## config.mk

```make
export PLATFORM = sky130hd
export DESIGN_NAME = exec_stub
export DESIGN_NICKNAME = d
export VERILOG_FILES = /design/src/rtl/pdp8_pkg.sv /design/src/rtl/exec_lfsr.sv /design/src/rtl/exec_stub.sv
export SDC_FILE = /design/constraint.sdc
export NUM_CORES = 1
export LEC_CHECK = 0
export CORE_UTILIZATION = 45
export CTS_CLUSTER_DIAMETER = 80
export CTS_CLUSTER_SIZE = 24
export DETAILED_ROUTE_END_ITERATION = 10
export PLACE_DENSITY = 0.7
export SETUP_SLACK_MARGIN = 0.05
export SLEW_MARGIN = 10
export SYNTH_ARGS = -nofsm -noshare
export SYNTH_HDL_FRONTEND = slang
export SYNTH_SLANG_ARGS = --single-unit
export TNS_END_PERCENT = 50
```

## constraint.sdc

```tcl
create_clock -name clk -period 3 [get_ports clk]
set_input_delay 0.45 -clock clk [delete_from_list [all_inputs] [get_ports clk]]
set_output_delay 0.45 -clock clk [all_outputs]
set_load 0.02 [all_outputs]
```

## src/rtl/pdp8_pkg.sv

```systemverilog
// pdp8_pkg
// Shared types and defaults for the PDP-8 execution stub.
// Contents:
//   - PDP8_ADDR_WIDTH / PDP8_START_PC : default address width and reset PC.
//   - exec_stub_state_e : execution stub FSM states.
//   - exec_mode_e       : delay source (fixed input value or LFSR).
//   - exec_phase_e      : MAIN phase (counting up) or TAIL phase (after the jump).
//   - pdp_mem_opcode_s  : one-hot flags of a decoded memory-reference instruction.
//   - pdp_op7_opcode_s  : flags of a decoded operate (opcode 7) instruction.
//   - lfsrNext()        : one step of the 16-bit Galois LFSR x^16+x^14+x^13+x^11+1.
package pdp8_pkg;

    localparam int              PDP8_ADDR_WIDTH = 12;
    localparam logic [11:0]     PDP8_START_PC   = 12'o200;

    typedef enum logic [1:0] {
        IDLE = 2'd0,
        RUN  = 2'd1,
        EXEC = 2'd2,
        DONE = 2'd3
    } exec_stub_state_e;

    typedef enum logic {
        MODE_FIXED  = 1'b0,
        MODE_RANDOM = 1'b1
    } exec_mode_e;

    typedef enum logic {
        PHASE_MAIN = 1'b0,
        PHASE_TAIL = 1'b1
    } exec_phase_e;

    typedef struct packed {
        logic AND;
        logic TAD;
        logic ISZ;
        logic DCA;
        logic JMS;
        logic JMP;
    } pdp_mem_opcode_s;

    typedef struct packed {
        logic NOP;
        logic IAC;
        logic RAL;
        logic RTL;
        logic RAR;
        logic RTR;
        logic CML;
        logic CMA;
        logic CIA;
        logic CLA;
        logic CLL;
        logic HLT;
    } pdp_op7_opcode_s;

    // Right-shifting Galois form: the bit shifted out is folded back into the
    // tap positions 16, 14, 13 and 11, which gives the constant 16'hB400.
    function automatic logic [15:0] lfsrNext(input logic [15:0] value);
        logic [15:0] shifted;
        shifted = value >> 1;
        if (value[0]) begin
            shifted = shifted ^ 16'hB400;
        end
        return shifted;
    endfunction

endpackage

```

## src/rtl/exec_lfsr.sv

```systemverilog
// exec_lfsr
// Free-running 16-bit Galois LFSR used as the random delay source of exec_stub.
// Ports:
//   i_clk   - clock, state advances on every rising edge
//   i_reset - synchronous active-high reset, loads SEED
//   o_lfsr  - current LFSR value
// SEED must be nonzero, otherwise the register locks up at zero.
module exec_lfsr
    import pdp8_pkg::*;
#(
    parameter logic [15:0] SEED = 16'hACE1
)(
    input  logic        i_clk,
    input  logic        i_reset,
    output logic [15:0] o_lfsr
);

    logic [15:0] r_lfsr;

    // Advance once per cycle regardless of what the stub is doing, so the
    // delay sequence depends only on the cycle distance from reset.
    always_ff @(posedge i_clk) begin
        if (i_reset) begin
            r_lfsr <= SEED;
        end else begin
            r_lfsr <= lfsrNext(r_lfsr);
        end
    end

    assign o_lfsr = r_lfsr;

endmodule

```

## src/rtl/exec_stub.sv

```systemverilog
// exec_stub
// Stand-in for the PDP-8 execute stage. It accepts decoded instructions from
// instr_decode, holds the decoder off with stall for a programmable number of
// cycles per instruction, then retires it by advancing PC_value and
// instr_count. After NUM_INSTR retires the PC is reloaded from base_addr and
// TAIL_INSTR more instructions are run before the stub parks in DONE.
// Ports:
//   clk, reset       - clock and synchronous active-high reset
//   enable           - allows instructions to be accepted
//   mode             - 0: fixed delay from fixed_delay, 1: LFSR random delay
//   fixed_delay      - execute cycles in fixed mode (clamped up to MIN_DELAY)
//   base_addr        - PC loaded at the MAIN -> TAIL jump
//   instr_valid      - decoder presents an instruction this cycle
//   pdp_mem_opcode   - memory-reference flags; any set flag adds MEM_EXTRA cycles
//   pdp_op7_opcode   - operate flags; accepted but do not change timing
//   stall            - holds instr_decode off
//   PC_value         - current program counter
//   instr_count      - saturating count of retired instructions
//   done             - sticky end-of-test flag
module exec_stub
    import pdp8_pkg::*;
#(
    parameter int                    ADDR_WIDTH = PDP8_ADDR_WIDTH,
    parameter logic [ADDR_WIDTH-1:0] START_PC   = ADDR_WIDTH'(PDP8_START_PC),
    parameter int                    CNT_WIDTH  = 16,
    parameter int                    NUM_INSTR  = 1000,
    parameter int                    TAIL_INSTR = 5,
    parameter int                    MIN_DELAY  = 2,
    parameter int                    MEM_EXTRA  = 1,
    parameter logic [15:0]           LFSR_SEED  = 16'hACE1
)(
    input  logic                  clk,
    input  logic                  reset,
    input  logic                  enable,
    input  logic                  mode,
    input  logic [3:0]            fixed_delay,
    input  logic [ADDR_WIDTH-1:0] base_addr,
    input  logic                  instr_valid,
    input  pdp_mem_opcode_s       pdp_mem_opcode,
    input  pdp_op7_opcode_s       pdp_op7_opcode,
    output logic                  stall,
    output logic [ADDR_WIDTH-1:0] PC_value,
    output logic [CNT_WIDTH-1:0]  instr_count,
    output logic                  done
);

    localparam logic [7:0]            MIN_D   = 8'(MIN_DELAY);
    localparam logic [7:0]            EXTRA_D = 8'(MEM_EXTRA);
    localparam logic [ADDR_WIDTH-1:0] PC_ONE  = ADDR_WIDTH'(1);
    localparam logic [CNT_WIDTH-1:0]  CNT_ONE = CNT_WIDTH'(1);
    localparam logic [CNT_WIDTH-1:0]  NUM_C   = CNT_WIDTH'(NUM_INSTR);
    localparam logic [CNT_WIDTH-1:0]  TAIL_C  = CNT_WIDTH'(TAIL_INSTR);

    exec_stub_state_e      r_state;
    exec_phase_e           r_phase;
    logic                  r_stall;
    logic                  r_done;
    logic [ADDR_WIDTH-1:0] r_pc;
    logic [CNT_WIDTH-1:0]  r_count;
    logic [CNT_WIDTH-1:0]  r_tailCount;
    logic [7:0]            r_remain;

    logic [15:0]           w_lfsr;
    exec_mode_e            w_mode;
    logic                  w_isMem;
    logic [3:0]            w_rand;
    logic [7:0]            w_baseDelay;
    logic [7:0]            w_delay;
    logic [CNT_WIDTH-1:0]  w_countNext;
    logic [CNT_WIDTH-1:0]  w_tailNext;
    logic                  w_unusedBits;

    exec_lfsr #(
        .SEED    (LFSR_SEED)
    ) u_lfsr (
        .i_clk   (clk),
        .i_reset (reset),
        .o_lfsr  (w_lfsr)
    );

    assign w_mode       = exec_mode_e'(mode);
    assign w_isMem      = |pdp_mem_opcode;
    assign w_countNext  = (&r_count) ? r_count : r_count + CNT_ONE;
    assign w_tailNext   = r_tailCount + CNT_ONE;
    // Operate flags never affect timing and only the low LFSR nibble feeds
    // the delay; fold the rest into one sink so the intent is explicit.
    assign w_unusedBits = ^{pdp_op7_opcode, w_lfsr[15:4]};

    // Delay for the instruction being accepted this cycle. The random term
    // uses lfsr[3:0] mod 15 so the range is 0..14 and 15 aliases onto 0.
    always_comb begin
        w_rand = w_lfsr[3:0] % 4'd15;
        if (w_mode == MODE_RANDOM) begin
            w_baseDelay = MIN_D + {4'b0000, w_rand};
        end else if ({4'b0000, fixed_delay} < MIN_D) begin
            w_baseDelay = MIN_D;
        end else begin
            w_baseDelay = {4'b0000, fixed_delay};
        end
        w_delay = w_baseDelay + (w_isMem ? EXTRA_D : 8'd0);
    end

    // Control FSM. stall and done are registered alongside the state so they
    // change on the same edge as the state they belong to. r_remain counts
    // the EXEC cycles left including the current one; the retire happens on
    // the edge that ends the cycle where it reads 1.
    always_ff @(posedge clk) begin
        if (reset) begin
            r_state     <= IDLE;
            r_phase     <= PHASE_MAIN;
            r_stall     <= 1'b1;
            r_done      <= 1'b0;
            r_pc        <= START_PC;
            r_count     <= '0;
            r_tailCount <= '0;
            r_remain    <= '0;
        end else begin
            case (r_state)
                IDLE: begin
                    if (enable) begin
                        r_state <= RUN;
                        r_stall <= 1'b0;
                    end
                end
                RUN: begin
                    if (!enable) begin
                        r_state <= IDLE;
                        r_stall <= 1'b1;
                    end else if (instr_valid) begin
                        r_remain <= w_delay;
                        r_state  <= EXEC;
                        r_stall  <= 1'b1;
                    end
                end
                EXEC: begin
                    if (r_remain > 8'd1) begin
                        r_remain <= r_remain - 8'd1;
                    end else begin
                        r_count <= w_countNext;
                        if (r_phase == PHASE_MAIN && w_countNext == NUM_C) begin
                            r_pc    <= base_addr;
                            r_phase <= PHASE_TAIL;
                        end else begin
                            r_pc <= r_pc + PC_ONE;
                        end
                        if (r_phase == PHASE_TAIL) begin
                            r_tailCount <= w_tailNext;
                        end
                        if (r_phase == PHASE_TAIL && w_tailNext == TAIL_C) begin
                            r_state <= DONE;
                            r_done  <= 1'b1;
                        end else if (enable) begin
                            r_state <= RUN;
                            r_stall <= 1'b0;
                        end else begin
                            r_state <= IDLE;
                        end
                    end
                end
                DONE: begin
                    r_stall <= 1'b1;
                    r_done  <= 1'b1;
                end
                default: begin
                    r_state <= IDLE;
                    r_stall <= 1'b1;
                end
            endcase
        end
    end

    assign stall       = r_stall;
    assign done        = r_done;
    assign PC_value    = r_pc;
    assign instr_count = r_count;

endmodule

```

==> results of run 1 <==
through the flow:
step,instances,worst slack [ps],cell area [um2],utilization [%],power [mW]
floorplan,524,406,4260,-,1.25
global placement,672,470,4880,53.1,1.36
detailed placement,672,403,4880,53.1,1.37
CTS,688,375,5140,55.9,2.34
global route,688,175,5140,55.9,2.42
finish,688,363,5140,55.9,2.31
cell type report:
| cell class | count | area [um2] |
|---|---|---|
| fillers | 855 | 4060 |
| multi-input cells | 403 | 2570 |
| flip-flops and latches | 73 | 1460 |
| repair buffers | 66 | 643 |
| clock buffers | 12 | 155 |
| well taps | 111 | 139 |
| clock inverters | 4 | 98.8 |
| inverters | 19 | 71.3 |
logic make-up after synthesis:
kind of cell / Yosys count
mux: 6
buf+inv: 48
fa+ha+maj: 15
compound gates: 88
flops: 73
simple gates: 256
xor+xnor: 38
power by group through the flow:
stage               Sequential (mW)  Combinational (mW)  Clock (mW)
floorplan                      1.08               0.171           0
global placement               1.07               0.290           0
detailed placement             1.07               0.297           0
CTS                            1.05               0.299       0.994
global route                   1.05               0.329        1.03
finish                         1.05               0.298       0.969
metal layers:
layer	routed length, um	global-route usage [%]
met1	4360	24.6
met2	4600	35.0
met3	313	3.94
met4	111	6.33
met5	0	0
worst max-delay path: stages (launching register included):
cell,delay (ps)
sky130_fd_sc_hd__dfxtp_1,540
sky130_fd_sc_hd__ha_1,260
sky130_fd_sc_hd__nand3_1,130
sky130_fd_sc_hd__mux2_2,320
sky130_fd_sc_hd__ha_1,270
sky130_fd_sc_hd__mux2_2,280
sky130_fd_sc_hd__or2_2,270
sky130_fd_sc_hd__a21oi_1,170
sky130_fd_sc_hd__a31oi_1,70
sky130_fd_sc_hd__o22ai_1,150
sky130_fd_sc_hd__nor2_1,50
synth_stat cells (all sizes together) (2+ instances only):
| master | number |
|---|---|
| a211oi | 7 |
| clkbuf | 19 |
| mux2i | 4 |
| inv | 18 |
| xnor2 | 24 |
| a311oi | 3 |
| or3 | 11 |
| nor4 | 13 |
| ha | 15 |
| o211ai | 3 |
| o221ai | 2 |
| or2 | 11 |
| or4 | 2 |
| a221oi | 2 |
| buf | 9 |
| and3 | 5 |
| nand2b | 6 |
| o21ai | 10 |
| a31oi | 18 |
| and4 | 6 |
| a21oi | 20 |
| nor3 | 19 |
| nand2 | 55 |
| nand4 | 15 |
| mux2 | 2 |
| a21o | 11 |
| nor2 | 61 |
| nand3b | 3 |
| o31ai | 2 |
| nor2b | 11 |
| nand3 | 34 |
| dfxtp | 73 |
| xor2 | 14 |
sequential cells by signal, indices dropped and copies added (netlist names):
| register | count |
|---|---|
| r_tailCount | 16 |
| PC_value | 12 |
| instr_count | 16 |
| r_remain | 8 |
| done | 1 |
| u_lfsr.o_lfsr | 16 |
| r_state | 2 |
| r_phase | 1 |
| stall | 1 |
final timing paths:
kind	from	end	slack [ps]
worst min-delay path	u_lfsr.o_lfsr[8]$_SDFF_PP0_	u_lfsr.o_lfsr[7]$_SDFF_PP1_	410
worst max-delay path	u_lfsr.o_lfsr[0]$_SDFF_PP1_	r_remain[2]$_SDFFE_PP0P_	360
worst max register to register	u_lfsr.o_lfsr[0]$_SDFF_PP1_	r_remain[2]$_SDFFE_PP0P_	360
worst min register to register	u_lfsr.o_lfsr[8]$_SDFF_PP0_	u_lfsr.o_lfsr[7]$_SDFF_PP1_	410
layout by cell type, fill, tap and decap left out, types with 3 or more instances in the layout:
master                            count
sky130_fd_sc_hd__nand2b_1             6
sky130_fd_sc_hd__nand4_1             12
sky130_fd_sc_hd__clkdlybuf4s50_1     55
sky130_fd_sc_hd__nand3b_1             3
sky130_fd_sc_hd__or3_1               11
sky130_fd_sc_hd__a31oi_1             17
sky130_fd_sc_hd__xor2_1              14
sky130_fd_sc_hd__nor3_1              19
sky130_fd_sc_hd__mux2i_1              4
sky130_fd_sc_hd__nor2_1              59
sky130_fd_sc_hd__o211ai_1             3
sky130_fd_sc_hd__nor4_1               7
sky130_fd_sc_hd__nor4_2               4
sky130_fd_sc_hd__nand2_1             55
sky130_fd_sc_hd__nor2b_1             11
sky130_fd_sc_hd__a21o_1              10
sky130_fd_sc_hd__o21ai_0             10
sky130_fd_sc_hd__a311oi_1             3
sky130_fd_sc_hd__dfxtp_1             73
sky130_fd_sc_hd__and4_1               5
sky130_fd_sc_hd__clkbuf_8            11
sky130_fd_sc_hd__buf_4                9
sky130_fd_sc_hd__ha_1                15
sky130_fd_sc_hd__xnor2_1             24
sky130_fd_sc_hd__bufinv_16            3
sky130_fd_sc_hd__a21oi_1             20
sky130_fd_sc_hd__nand3_1             33
sky130_fd_sc_hd__inv_1               18
sky130_fd_sc_hd__or2_2               10
sky130_fd_sc_hd__and3_1               3
sky130_fd_sc_hd__a211oi_1             5
==> flow_metrics.tcl, run 1 <==
set metrics [dict create \
    outcome "completed" \
    relSlewSlack_pct 62.9 \
    worst_case_hold_slack_ps 413 \
    netlist-cell-type-count 66 \
    synthFlopType "sky130_fd_sc_hd__dfxtp_1" \
    die_h_um 99.3 \
    cap_viol_max_count 0 \
    yosysWarnings 0 \
    area_added_between_synthesis_and_finish_pct 20.6 \
    yosys-top-cells-area "sky130_fd_sc_hd__dfxtp_1 34%, sky130_fd_sc_hd__nor2_1 5.2%, sky130_fd_sc_hd__xnor2_1 4.9%" \
    hpwlAfterDp_um 6550 \
    final_max_slew_viol_count 0 \
    net-switching-power_mw 0.555 \
    floorplan.core_area_um2 9200 \
    hold_viol 0 \
    timing_worst_setup_path_type "reg2reg" \
    post_synthesis_share_of_cell_area_spent_on_xor_and_xnor_gates_pct 7.81 \
    yosysTopAreaCellShare_pct 34.3 \
    clk-insertion-delay-late_ps 340 \
    syn-mean-instance-area_um2 8.13 \
    power.sequential.fraction_pct 45.3 \
    p_sw_share_pct 24.0 \
    antenna_left 0 \
    synthArstFlopShare_pct 0 \
    layout_worst_path_cycle_share_pct 87.9 \
    grt_first_pass_wirelength_um 16200 \
    grt_antenna_before_repair 0 \
    die_width_um 99.3 \
    clk_pin_slew_ps 80 \
    rsz0062_at_grt "false" \
    h-tree-depth 3 \
    postSynthCellCount 524 \
    synth_adder_area_share_pct 4.41 \
    tritoncts "done" \
    synth_edf_count 0 \
    antenna_cells_inserted 0 \
    p_leak_nw 1.83 \
    route.detailed.wl_per_inst_um 13.6 \
    setup_violations 0 \
    timing.critical_path.to_type "flip-flop" \
    timing.final.crit_period_ps 2640 \
    p_int_mw 1.76 \
    die_area_um2 9860 \
    iter_0_drt_violations 114 \
    synth_area_leader_cell "sky130_fd_sc_hd__dfxtp_1" \
    power.combinational.fraction_pct 12.9 \
    remaining_drc_errors 0 \
    worst_case_clock_buffer_depth 2 \
    synth.yosys.seq_area_share_pct 34.3 \
    numCtsBuffers 9 \
    synth.cell_area_um2 4260 \
    irDropWorstVdd_v 0.000249 \
    totalWireLength_um 9380 \
    post-cts-setup-buffers 0 \
    placementRows 35 \
    cts-root-buf "sky130_fd_sc_hd__clkbuf_8" \
    clock_power_share_pct 41.9 \
    grt_util_all_layers_pct 20.0 \
    startpoint_type "flip-flop" \
    clock-skew-final_ps 10.2 \
    dr_total_vias 3857 \
    max_slew.worst_pin.slew_ps 556 \
    cts_sink_cnt 73 \
    timing.critical_path.arrival_ps 2850 \
    firstDrtPassIters 4 \
    postSynthNetCount 578 \
    post_route_cells_drive_above_1_share_pct 10.4 \
    ys_ff_latch 73 \
    clock.fmax_mhz 379 \
    grt_overflow 0 \
    top_level_ports 69 \
    vias_in_the_first_global_route 3598 \
    grt_max_degree 45 \
    dominant_combinational_cell_family_by_area_after_synthesis "simple AND/OR/NAND/NOR gates" \
    buffer_ports.inserted 56 \
    muxShareOfSynthArea_pct 1.47 \
    cell_pwr_density_nw_per_um2 451 \
    route.detailed.vias_per_inst 5.61 \
    finalNetCount 626 \
    area_fraction_in_compound_gates_after_synthesis_pct 14.4 \
    synth-simple-area-share_pct 32.2 \
    hold-path-cell-count 1 \
    post_cts_resized 0 \
    timing.reg2reg.worst_path_depth 10 \
    cts_hold_repair.buffers 0 \
    required_ps 3220 \
    worstHoldPathType "reg2reg" \
    worst-path-max-fanout 7 \
    gp_routability_congestion 0.806 \
    initial_utilization_pct 46.3 \
    fin_tns_setup_ps 0 \
]
Power figures use the tool's default switching activity.
==> run 2, diff against run 1 <==
--- a/config.mk
+++ b/config.mk
@@ -5,11 +5,13 @@
 export SDC_FILE = /design/constraint.sdc
 export NUM_CORES = 1
 export LEC_CHECK = 0
-export CORE_UTILIZATION = 45
+export CELL_PAD_IN_SITES_DETAIL_PLACEMENT = 1
+export CELL_PAD_IN_SITES_GLOBAL_PLACEMENT = 1
+export CORE_UTILIZATION = 40
 export CTS_CLUSTER_DIAMETER = 80
 export CTS_CLUSTER_SIZE = 24
 export DETAILED_ROUTE_END_ITERATION = 10
-export PLACE_DENSITY = 0.7
+export PLACE_DENSITY = 0.81
 export SETUP_SLACK_MARGIN = 0.05
 export SLEW_MARGIN = 10
 export SYNTH_ARGS = -nofsm -noshare
==> run 2 against run 1 <==
Core utilization fell by 6.1 points. First-iteration DRC count rose by 37%. Largest cell class unchanged. Sequential cell count unchanged. Critical path type unchanged. Via count is 1.1% higher. Maximum frequency decreased by 2.3%. Combinational power about the same. Total power fell by 4.8%. Worst setup slack worse by 62 ps. Critical endpoint is now PC_value[7]$_SDFFE_PP1P_. Global-route usage grew 1.1 points. Design area barely moved. Critical path depth shrank 2. Register-to-register slack got worse by 60 ps.
==> flow_metrics.tcl, run 2 (synthesis results as in run 1) <==
set metrics [dict create \
    outcome "completed" \
    tritoncts "done" \
    gp_routability_congestion 0.809 \
    nFillCells 1258 \
    clk-insertion-delay-late_ps 350 \
    seqCellArea_um2 1460 \
    die_area_um2 11100 \
    layout_worst_path_cycle_share_pct 90.0 \
    initial_utilization_pct 41.3 \
    worstHoldPathType "reg2reg" \
    grt_overflow 0 \
    cap_viol_max_count 0 \
    buffer_ports.inserted 56 \
    grt_antenna_before_repair 0 \
    hpwlAfterDp_um 7790 \
    crit_path_cell_trace "ha_1 > nand3_2 > o311ai_1 > o221ai_2 > nor4_4 > buf_4 > nor3_1 > o31ai_2" \
    timing_worst_setup_path_type "reg2reg" \
    worst-path-max-fanout 13 \
    timing.reg2reg.worst_path_depth 8 \
    irDropWorstVdd_v 0.000246 \
    grt_max_degree 38 \
    layout_common_cells "73 x sky130_fd_sc_hd__dfxtp_1, 59 x sky130_fd_sc_hd__nor2_1, 55 x sky130_fd_sc_hd__nand2_1, 55 x sky130_fd_sc_hd__clkdlybuf4s50_1, 33 x sky130_fd_sc_hd__nand3_1" \
    timing.final.crit_period_ps 2700 \
    crit_start "instr_count[0]$_SDFFE_PP0P_" \
    firstDrtPassIters 4 \
    grt_util_all_layers_pct 21.1 \
    hold_end "u_lfsr.o_lfsr[6]$_SDFF_PP1_" \
    numCtsBuffers 9 \
    antenna_left 0 \
    fin_tns_setup_ps 0 \
    power.sequential.fraction_pct 47.6 \
    antenna_cells_inserted 0 \
    final_max_slew_viol_count 0 \
    setup_violations 0 \
    required_ps 3270 \
    grt_first_pass_wirelength_um 19000 \
    crit-reg2reg-capture "PC_value[7]$_SDFFE_PP1P_" \
    detailed_place.area_um2 4920 \
    cpPeakStageDelay_ps 490 \
    route.detailed.vias_per_inst 5.46 \
    max_slew.worst_pin.slew_ps 727 \
    relSlewSlack_pct 51.5 \
    h-tree-depth 3 \
    remaining_drc_errors 0 \
    area_added_between_synthesis_and_finish_pct 20.7 \
    rsz0062_at_grt "false" \
    crit_buf_inv 1 \
    cts_sink_cnt 73 \
    cts-root-buf "sky130_fd_sc_hd__clkbuf_8" \
    regToRegSetupSlack_ps 300 \
    vias_in_the_first_global_route 4075 \
    finalNetCount 628 \
    worst_case_clock_buffer_depth 2 \
    post_cts_resized 0 \
    p_leak_nw 1.83 \
    post_route_cells_drive_above_1_share_pct 11.1 \
    path_delay_family "compound AO/OA/AOI/OAI gates" \
    net-switching-power_mw 0.581 \
    critical_path.reg2reg.startpoint "instr_count[0]$_SDFFE_PP0P_" \
    top_level_ports 69 \
    die_h_um 105 \
    hold-path-cell-count 1 \
    p_int_mw 1.62 \
    route.detailed.wl_per_inst_um 15.3 \
    cell_pwr_density_nw_per_um2 429 \
    origin_of_the_worst_min_delay_path "u_lfsr.o_lfsr[7]$_SDFF_PP1_" \
    timing.critical_path.arrival_ps 2970 \
    clk_pin_slew_ps 90 \
    dr_total_vias 3901 \
    cpMaxStageDelayCell "sky130_fd_sc_hd__dfxtp_1" \
    startpoint_type "flip-flop" \
    p_sw_share_pct 26.4 \
    clock.fmax_mhz 370 \
    clock_power_share_pct 39.0 \
    worst_case_hold_slack_ps 415 \
    layout_commonest_cell "sky130_fd_sc_hd__dfxtp_1" \
    multiInputGateArea_um2 2570 \
    floorplan.core_area_um2 10300 \
    final_area_um2 5140 \
    cts_hold_repair.buffers 0 \
    hold_viol 0 \
    timing.critical_path.to_type "flip-flop" \
    totalWireLength_um 11000 \
    power.combinational.fraction_pct 13.4 \
    iter_0_drt_violations 156 \
    placementRows 37 \
    post-cts-setup-buffers 0 \
    die_width_um 105 \
    clock-skew-final_ps 13.0 \
]
-- run 2: cell types whose count changed in the layout (fill, tap and decap cells not counted) --
| cell | delta |
|---|---|
| sky130_fd_sc_hd__buf_4 | +3 |
| sky130_fd_sc_hd__clkbuf_8 | -2 |
| sky130_fd_sc_hd__clkinv_2 | +2 |
| sky130_fd_sc_hd__buf_12 | -1 |
| sky130_fd_sc_hd__bufinv_16 | -1 |
| sky130_fd_sc_hd__clkbuf_1 | -1 |
| sky130_fd_sc_hd__clkinv_4 | +1 |
| sky130_fd_sc_hd__clkinvlp_4 | +1 |
| sky130_fd_sc_hd__nor3_1 | -1 |
| sky130_fd_sc_hd__nor3_2 | +1 |
| sky130_fd_sc_hd__o311ai_0 | -1 |
| sky130_fd_sc_hd__o311ai_1 | +1 |
-- run 2: how the worst max path moves through the flow --
stage	slack, ps	endpoint	cells past startpoint
global route	90	PC_value[7]$_SDFFE_PP1P_	9
finish	300	PC_value[7]$_SDFFE_PP1P_	8
global placement	360	instr_count[6]$_SDFFE_PP0P_	8
detailed placement	170	PC_value[1]$_SDFFE_PP0P_	8
floorplan	410	PC_value[7]$_SDFFE_PP1P_	9
CTS	150	PC_value[1]$_SDFFE_PP0P_	8
-- run 2: layout make-up --
class	count	area share (%)
Multi-Input combinational cell	403	50.1
Sequential cell	73	28.4
Timing Repair Buffer	68	12.6
Tap cell	136	3.31
Clock buffer	9	2.41
Clock inverter	7	1.85
Inverter	19	1.39
-- run 2: routing by layer --
metal	part of all wire, %	up-vias	GRT usage (%)
met1	46	1873	25.7
met4	2.1	0	7.85
met3	3.1	19	4.74
li1	-	1953	-
met5	0	-	0
met2	48	56	36.0
-- run 2: power groups by stage --
stage	Clock [mW]	Combinational (mW)	Sequential, mW
after global routing	0.931	0.329	1.06
final	0.860	0.295	1.05
after detailed placement	0	0.297	1.07
after floorplan	0	0.171	1.08
after global placement	0	0.286	1.07
after CTS	0.889	0.299	1.05
-- run 2: metrics by stage --
| step | setup slack [ps] | utilization, % | instances | power, mW |
|---|---|---|---|---|
| 4_1_cts | 150 | 49.8 | 715 | 2.24 |
| 5_1_grt | 92.0 | 49.8 | 715 | 2.32 |
| 3_3_place_gp | 364 | 47.6 | 699 | 1.35 |
| 6_report | 301 | 49.8 | 715 | 2.20 |
| 2_1_floorplan | 406 | - | 524 | 1.25 |
| 3_5_place_dp | 168 | 47.6 | 699 | 1.37 |
==> run 3, diff against run 2 <==
--- a/config.mk
+++ b/config.mk
@@ -5,12 +5,14 @@
 export SDC_FILE = /design/constraint.sdc
 export NUM_CORES = 1
 export LEC_CHECK = 0
+export CAP_MARGIN = 15
 export CELL_PAD_IN_SITES_DETAIL_PLACEMENT = 1
 export CELL_PAD_IN_SITES_GLOBAL_PLACEMENT = 1
 export CORE_UTILIZATION = 40
 export CTS_CLUSTER_DIAMETER = 80
 export CTS_CLUSTER_SIZE = 24
 export DETAILED_ROUTE_END_ITERATION = 10
+export HOLD_SLACK_MARGIN = 0.1
 export PLACE_DENSITY = 0.81
 export SETUP_SLACK_MARGIN = 0.05
 export SLEW_MARGIN = 10
==> results of run 3 <==
No change in the layout: final DEF, timing and power equal those of run 2.
